$ cat src/rtl/eth_pkg.sv
`default_nettype none
// ============================================================================
//  Package     : eth_pkg
//  Description : Shared constants, receive state encoding and the byte-wide
//                CRC-32 next-state function for the Ethernet receive path.
//  Revision    : 1.0 - initial release
// ============================================================================
package eth_pkg;

    localparam logic [7:0]  ETH_PREAMBLE  = 8'h55;
    localparam logic [7:0]  ETH_SFD       = 8'hD5;

    localparam logic [31:0] CRC32_POLY    = 32'h04C1_1DB7;
    localparam logic [31:0] CRC32_INIT    = 32'hFFFF_FFFF;
    localparam logic [31:0] CRC32_RESIDUE = 32'hC704_DD7B;

    typedef enum logic [1:0] {
        ST_IDLE     = 2'd0,
        ST_PREAMBLE = 2'd1,
        ST_DATA     = 2'd2,
        ST_DROP     = 2'd3
    } rx_state_t;

    // MSB-first register, byte consumed LSB-first (wire order on the line)
    function automatic logic [31:0] crc32_d8_next(input logic [31:0] crc,
                                                  input logic [7:0]  data);
        logic [31:0] c;
        logic        fb;
        c = crc;
        for (int i = 0; i < 8; i++) begin
            fb = c[31] ^ data[i];
            c  = {c[30:0], 1'b0} ^ (fb ? CRC32_POLY : 32'h0);
        end
        return c;
    endfunction

endpackage
`default_nettype wire

$ cat src/rtl/eth_rx_crc32_d8.sv
`default_nettype none
// ============================================================================
//  Module      : eth_rx_crc32_d8
//  Description : Byte-wide CRC-32 register. The raw (non-reflected,
//                non-inverted) register is exposed for residue comparison.
//  Revision    : 1.0 - initial release
// ============================================================================
module eth_rx_crc32_d8
    import eth_pkg::*;
(
    input  logic        clk,
    input  logic        reset,
    input  logic        i_init,
    input  logic        i_en,
    input  logic [7:0]  i_data,
    output logic [31:0] o_crc
);

    logic [31:0] r_crc;

    // CRC register: init has priority over a data update
    always_ff @(posedge clk or posedge reset) begin
        if (reset) begin
            r_crc <= CRC32_INIT;
        end else if (i_init) begin
            r_crc <= CRC32_INIT;
        end else if (i_en) begin
            r_crc <= crc32_d8_next(r_crc, i_data);
        end
    end

    assign o_crc = r_crc;

endmodule
`default_nettype wire

$ cat src/rtl/eth_rx_fcs_check.sv
`default_nettype none
// ============================================================================
//  Module      : eth_rx_fcs_check
//  Description : GMII receive frame checker. Strips preamble/SFD, checks the
//                CRC-32 over DA..FCS, strips the FCS from the payload stream
//                and reports per-frame status (crc, runt, giant, phy error).
//  Revision    : 1.0 - initial release
// ============================================================================
module eth_rx_fcs_check
    import eth_pkg::*;
#(
    parameter int MIN_FRAME_LEN = 64,
    parameter int MAX_FRAME_LEN = 1518,
    parameter int CNT_W         = 11
) (
    input  logic             clk,
    input  logic             reset,
    input  logic             gmii_rx_dv,
    input  logic             gmii_rx_er,
    input  logic [7:0]       gmii_rxd,
    output logic             out_valid,
    output logic [7:0]       out_data,
    output logic             out_sof,
    output logic             frame_done,
    output logic             frame_ok,
    output logic             crc_ok,
    output logic             runt,
    output logic             giant,
    output logic             phy_err,
    output logic [CNT_W-1:0] frame_len
);

    localparam logic [CNT_W-1:0] c_min_len = CNT_W'(MIN_FRAME_LEN);
    localparam logic [CNT_W-1:0] c_max_len = CNT_W'(MAX_FRAME_LEN);
    localparam logic [CNT_W-1:0] c_cnt_max = '1;
    localparam logic [CNT_W-1:0] c_fcs_len = CNT_W'(4);

    logic             r_dv;
    logic             r_er;
    logic [7:0]       r_rxd;

    rx_state_t        r_state;
    logic [CNT_W-1:0] r_cnt;
    logic [3:0][7:0]  r_dly;
    logic             r_err;

    logic             w_crc_init;
    logic             w_crc_en;
    logic [31:0]      w_crc;
    logic             w_crc_ok;
    logic             w_runt;
    logic             w_giant;
    logic             w_phy_err;

    // Single register stage on every GMII input
    always_ff @(posedge clk or posedge reset) begin
        if (reset) begin
            r_dv  <= 1'b0;
            r_er  <= 1'b0;
            r_rxd <= 8'h00;
        end else begin
            r_dv  <= gmii_rx_dv;
            r_er  <= gmii_rx_er;
            r_rxd <= gmii_rxd;
        end
    end

    assign w_crc_init = (r_state == ST_PREAMBLE) && r_dv && (r_rxd == ETH_SFD);
    assign w_crc_en   = (r_state == ST_DATA) && r_dv;

    eth_rx_crc32_d8 u_crc (
        .clk    (clk),
        .reset  (reset),
        .i_init (w_crc_init),
        .i_en   (w_crc_en),
        .i_data (r_rxd),
        .o_crc  (w_crc)
    );

    // End-of-frame verdicts, evaluated on the cycle dv is seen low in DATA
    assign w_crc_ok  = (w_crc == CRC32_RESIDUE);
    assign w_runt    = (r_cnt < c_min_len);
    assign w_giant   = (r_cnt > c_max_len);
    assign w_phy_err = r_err | r_er;

    // Receive state machine, byte counter, FCS delay line and all outputs
    always_ff @(posedge clk or posedge reset) begin
        if (reset) begin
            r_state    <= ST_IDLE;
            r_cnt      <= '0;
            r_dly      <= '0;
            r_err      <= 1'b0;
            out_valid  <= 1'b0;
            out_data   <= 8'h00;
            out_sof    <= 1'b0;
            frame_done <= 1'b0;
            frame_ok   <= 1'b0;
            crc_ok     <= 1'b0;
            runt       <= 1'b0;
            giant      <= 1'b0;
            phy_err    <= 1'b0;
            frame_len  <= '0;
        end else begin
            out_valid  <= 1'b0;
            out_sof    <= 1'b0;
            frame_done <= 1'b0;
            case (r_state)
                ST_IDLE: begin
                    if (r_dv) begin
                        r_state <= (r_rxd == ETH_PREAMBLE) ? ST_PREAMBLE : ST_DROP;
                    end
                end
                ST_PREAMBLE: begin
                    if (!r_dv) begin
                        r_state <= ST_IDLE;
                    end else if (r_rxd == ETH_SFD) begin
                        r_state <= ST_DATA;
                        r_cnt   <= '0;
                        r_err   <= 1'b0;
                    end else if (r_rxd != ETH_PREAMBLE) begin
                        r_state <= ST_DROP;
                    end
                end
                ST_DATA: begin
                    if (r_er) begin
                        r_err <= 1'b1;
                    end
                    if (r_dv) begin
                        if (r_cnt != c_cnt_max) begin
                            r_cnt <= r_cnt + CNT_W'(1);
                        end
                        r_dly <= {r_dly[2:0], r_rxd};
                        // Four newer bytes now exist, so the oldest is not FCS
                        if (r_cnt >= c_fcs_len) begin
                            out_valid <= 1'b1;
                            out_data  <= r_dly[3];
                            out_sof   <= (r_cnt == c_fcs_len);
                        end
                    end else begin
                        r_state    <= ST_IDLE;
                        frame_done <= 1'b1;
                        frame_len  <= r_cnt;
                        crc_ok     <= w_crc_ok;
                        runt       <= w_runt;
                        giant      <= w_giant;
                        phy_err    <= w_phy_err;
                        frame_ok   <= w_crc_ok & ~w_runt & ~w_giant & ~w_phy_err;
                    end
                end
                ST_DROP: begin
                    if (!r_dv) begin
                        r_state <= ST_IDLE;
                    end
                end
                default: r_state <= ST_IDLE;
            endcase
        end
    end

endmodule
`default_nettype wire

$ cat config.mk
export PLATFORM = sky130hd
export DESIGN_NAME = eth_rx_fcs_check
export DESIGN_NICKNAME = d
export VERILOG_FILES = /design/src/rtl/eth_pkg.sv /design/src/rtl/eth_rx_crc32_d8.sv /design/src/rtl/eth_rx_fcs_check.sv
export SDC_FILE = /design/constraint.sdc
export NUM_CORES = 1
export LEC_CHECK = 0
export BUFFER_PORTS_ARGS = -buffer_cell sky130_fd_sc_hd__buf_2
export CAP_MARGIN = 20
export CORE_ASPECT_RATIO = 0.5
export CORE_UTILIZATION = 40
export CTS_BUF_LIST = sky130_fd_sc_hd__clkbuf_8
export CTS_CLUSTER_DIAMETER = 200
export DETAILED_ROUTE_END_ITERATION = 10
export GPL_ROUTABILITY_DRIVEN = 0
export PLACE_DENSITY_LB_ADDON = 0.1
export SLEW_MARGIN = 20
export SYNTH_ARGS = -nofsm -noshare
export SYNTH_HDL_FRONTEND = slang
export SYNTH_SLANG_ARGS = --single-unit
$ cat constraint.sdc
create_clock -name clk -period 9.1 [get_ports clk]
set_input_delay 0.455 -clock clk [delete_from_list [all_inputs] [get_ports clk]]
set_output_delay 0.455 -clock clk [all_outputs]
set_load 0.005 [all_outputs]
==> run metrics <==
outcome=finished, final reports clean; DRT iter0 DRCs=approximately 240; first-pass GRT wire length=approximately 20000 um; I/O pins=39; Sink Count=115; post-DP HPWL=a little under 8000 um; Sw Share=33.7%; final net count=560; Clk Latency, worst-skew pair=430 ps; P per Cell Area=approximately 370 mW/mm^2; Arr. time, crit path=roughly 2700 ps; Ys Warns=0; total congestion overflow=0; CTS Buf Count=17; post_cts resized=0; Starting Density=approximately two fifths; net switching power=788 uW; CTS root buf=clkbuf_8; Final Max Tran Viols=0; DRC Markers=0; area share of the largest cell type after synthesis=around 37%; Die Ht=85.7 um; CP peak stage delay=between 500 and 600 ps; first drt pass iteration count=4; routed length per instance=15.8 um; vias in the first global route=3584; cells after synthesis=just over 500; most common cell after layout, fill and taps aside=nand2_1; EDFF count, synth=0; Die Wd=roughly 170 um; Worst Path Required=between 9000 and 10000 ps; H-tree depth=4; CP endpoint kind=flip-flop; RSZ-0062 raised after global routing=no; total negative slack=0 ps; Max clock buf depth=2; largest net degree at the start of global routing=70; area of the die=around 0.015 mm^2; internal power=around 1600 uW; flops & latches, synth=115; Final Hold Fails=0; clock power share=21.2%; Pleak=0.00304 uW; CTS tree=built; DR vias=between 3000 and 4000; Syn Area/Cell=10.9 um^2; share of cells above drive strength 1=24.3%; Critical Path Source Type=flip-flop; vias per cell=about 4.9; sequential fraction of the synthesis area=between 50 and 60%; CP Cell Sequence=nor2b_1 -> and2_2 -> buf_4 -> o21ai_4 -> mux2_4; Clock Pin Slew Worst Setup and Hold Paths=roughly 80 ps; Synth area leaders=dfrtp_1 (37%), dfstp_2 (15%), nand2_1 (10%); initial antenna violation count=0; Period minus WS final=about 2400 ps; wirelength, routed=11900 um; Synth area leader=dfrtp_1; ys async rst share=100%; VDD IR max=around 0.15 mV; Crit Path Max Fanout=69; Core Region=around 0.014 mm^2; n_diodes=0; Max-Cap Viols=0; syn_nets=between 500 and 600; DRT antenna net count=0; combinational share of power=between 40% and 50%; kind of critical path=reg -> reg; slowest CP cell=buf_4; synthesized area=~0.0056 mm^2; final setup fails=0; top_reg_cell synth=dfrtp_1; PortBufs=38; Synth-to-Final Area Change=13.9%; Hold Buf Count CTS=0; Setup Skew=between 10 and 15 ps; final period utilization=25.9%; Seq pwr share=approximately a third; fmax=roughly 420 MHz; Total GRT Usage=about 18%; postcts setup bufs=0; FP Rows=30; Worst slew margin=roughly a third; Filler Cell Count=around 1300; distinct cell type count after synthesis=54; slew at the pin with the worst max-slew slack=slightly below 1000 ps; most frequent cells in the layout=nand2_1 (149), dfrtp_1 (83), buf_2 (38), dfstp_2 (32), xnor2_1 (28); hold slack final=around 120 ps; Tightest Hold Check Type=in -> async
## power by group through the flow
stage	registers [uW]	logic [uW]	clock network, uW
2_1_floorplan	777	883	0
3_3_place_gp	819	1030	0
3_5_place_dp	819	1030	0
4_1_cts	810	1040	507
5_1_grt	827	1120	532
6_report	810	1030	495
## logic make-up after synthesis
group	synth area share (%)
XOR/XNOR	17.0
multiplexers	3.11
AO/OA/AOI/OAI	7.17
adder cells (fa/ha/maj)	0.223
AND/OR/NAND/NOR	18.5
buffers and inverters	1.97
flip-flops	52.1
## critical path, delay by kind of cell (launching register included)
kind | cells | cell delay, ps
flip-flops | 1 | 380
AO/OA/AOI/OAI | 1 | 280
multiplexers | 1 | 360
AND/OR/NAND/NOR | 2 | 660
buffers and inverters | 1 | 560
## final timing paths
kind	end	cells past startpoint	from	slack, ps
max	out_data[2]	5	r_state[1]	6740
max in group asynchronous	r_rxd[4]	3	reset	7760
min in group clk	r_rxd[7]	1	gmii_rxd[7]	130
min reg2reg	r_dly[14]	2	r_dly[6]	460
max reg2reg	out_data[2]	5	r_state[1]	6740
min	r_cnt[7]	2	reset	120
## area by class of cell
type	instances	area (um^2)	area share, %
clock inverters	13	150	2.35
inverters	4	17.5	0.275
multi-input cells	368	2580	40.4
clock buffers	19	262	4.10
flip-flops and latches	115	2920	45.8
well taps	192	240	3.77
repair buffers	41	213	3.34
## through the flow
stage                     setup slack (ps)  util [%]  power, uW  instances  area (um^2)
final                                 6740      46.9       2340        752         6380
after global routing                  6490      46.9       2480        752         6380
after CTS                             6740      46.9       2360        752         6380
after detailed placement              6720      43.9       1850        720         5960
after global placement                6790      43.9       1850        720         5960
after floorplan                       5650         -       1660        512         5600
## sequential cells by signal, indices dropped and copies added, names as in the netlist
| signal | flops |
|---|---|
| r_cnt | 11 |
| out_valid | 1 |
| r_dv | 1 |
| crc_ok | 1 |
| r_rxd | 8 |
| out_data | 8 |
| u_crc.o_crc | 32 |
| phy_err | 1 |
| frame_ok | 1 |
| out_sof | 1 |
| r_state | 2 |
| runt | 1 |
| frame_len | 11 |
| giant | 1 |
| frame_done | 1 |
| r_dly | 32 |
| r_er | 1 |
| r_err | 1 |
## layer usage
| metal | global-route usage [%] | vias up | wire [um] |
|---|---|---|---|
| li1 | - | 1826 | - |
| met1 | 26.1 | 1748 | 6280 |
| met2 | 26.0 | 71 | 5070 |
| met3 | 4.01 | 12 | 400 |
| met4 | 6.22 | 0 | 135 |
| met5 | 0 | - | 0 |
## synthesized netlist by cell type (4+ instances only)
library cell	number
dfstp_2	32
and2_1	4
xor2_1	15
nand4b_1	6
nor4_1	4
xnor3_1	17
nand2b_1	4
dfrtp_1	83
o31ai_1	4
a21oi_1	26
nand4_1	7
nor3_1	18
or4_1	6
mux2_4	8
xnor2_2	7
o211ai_1	9
nand2_1	150
nand3_1	4
or3_1	4
clkbuf_1	22
o21ai_0	4
xnor2_1	28
o21ai_1	5
nor2_1	5
Power figures use the tool's default switching activity.
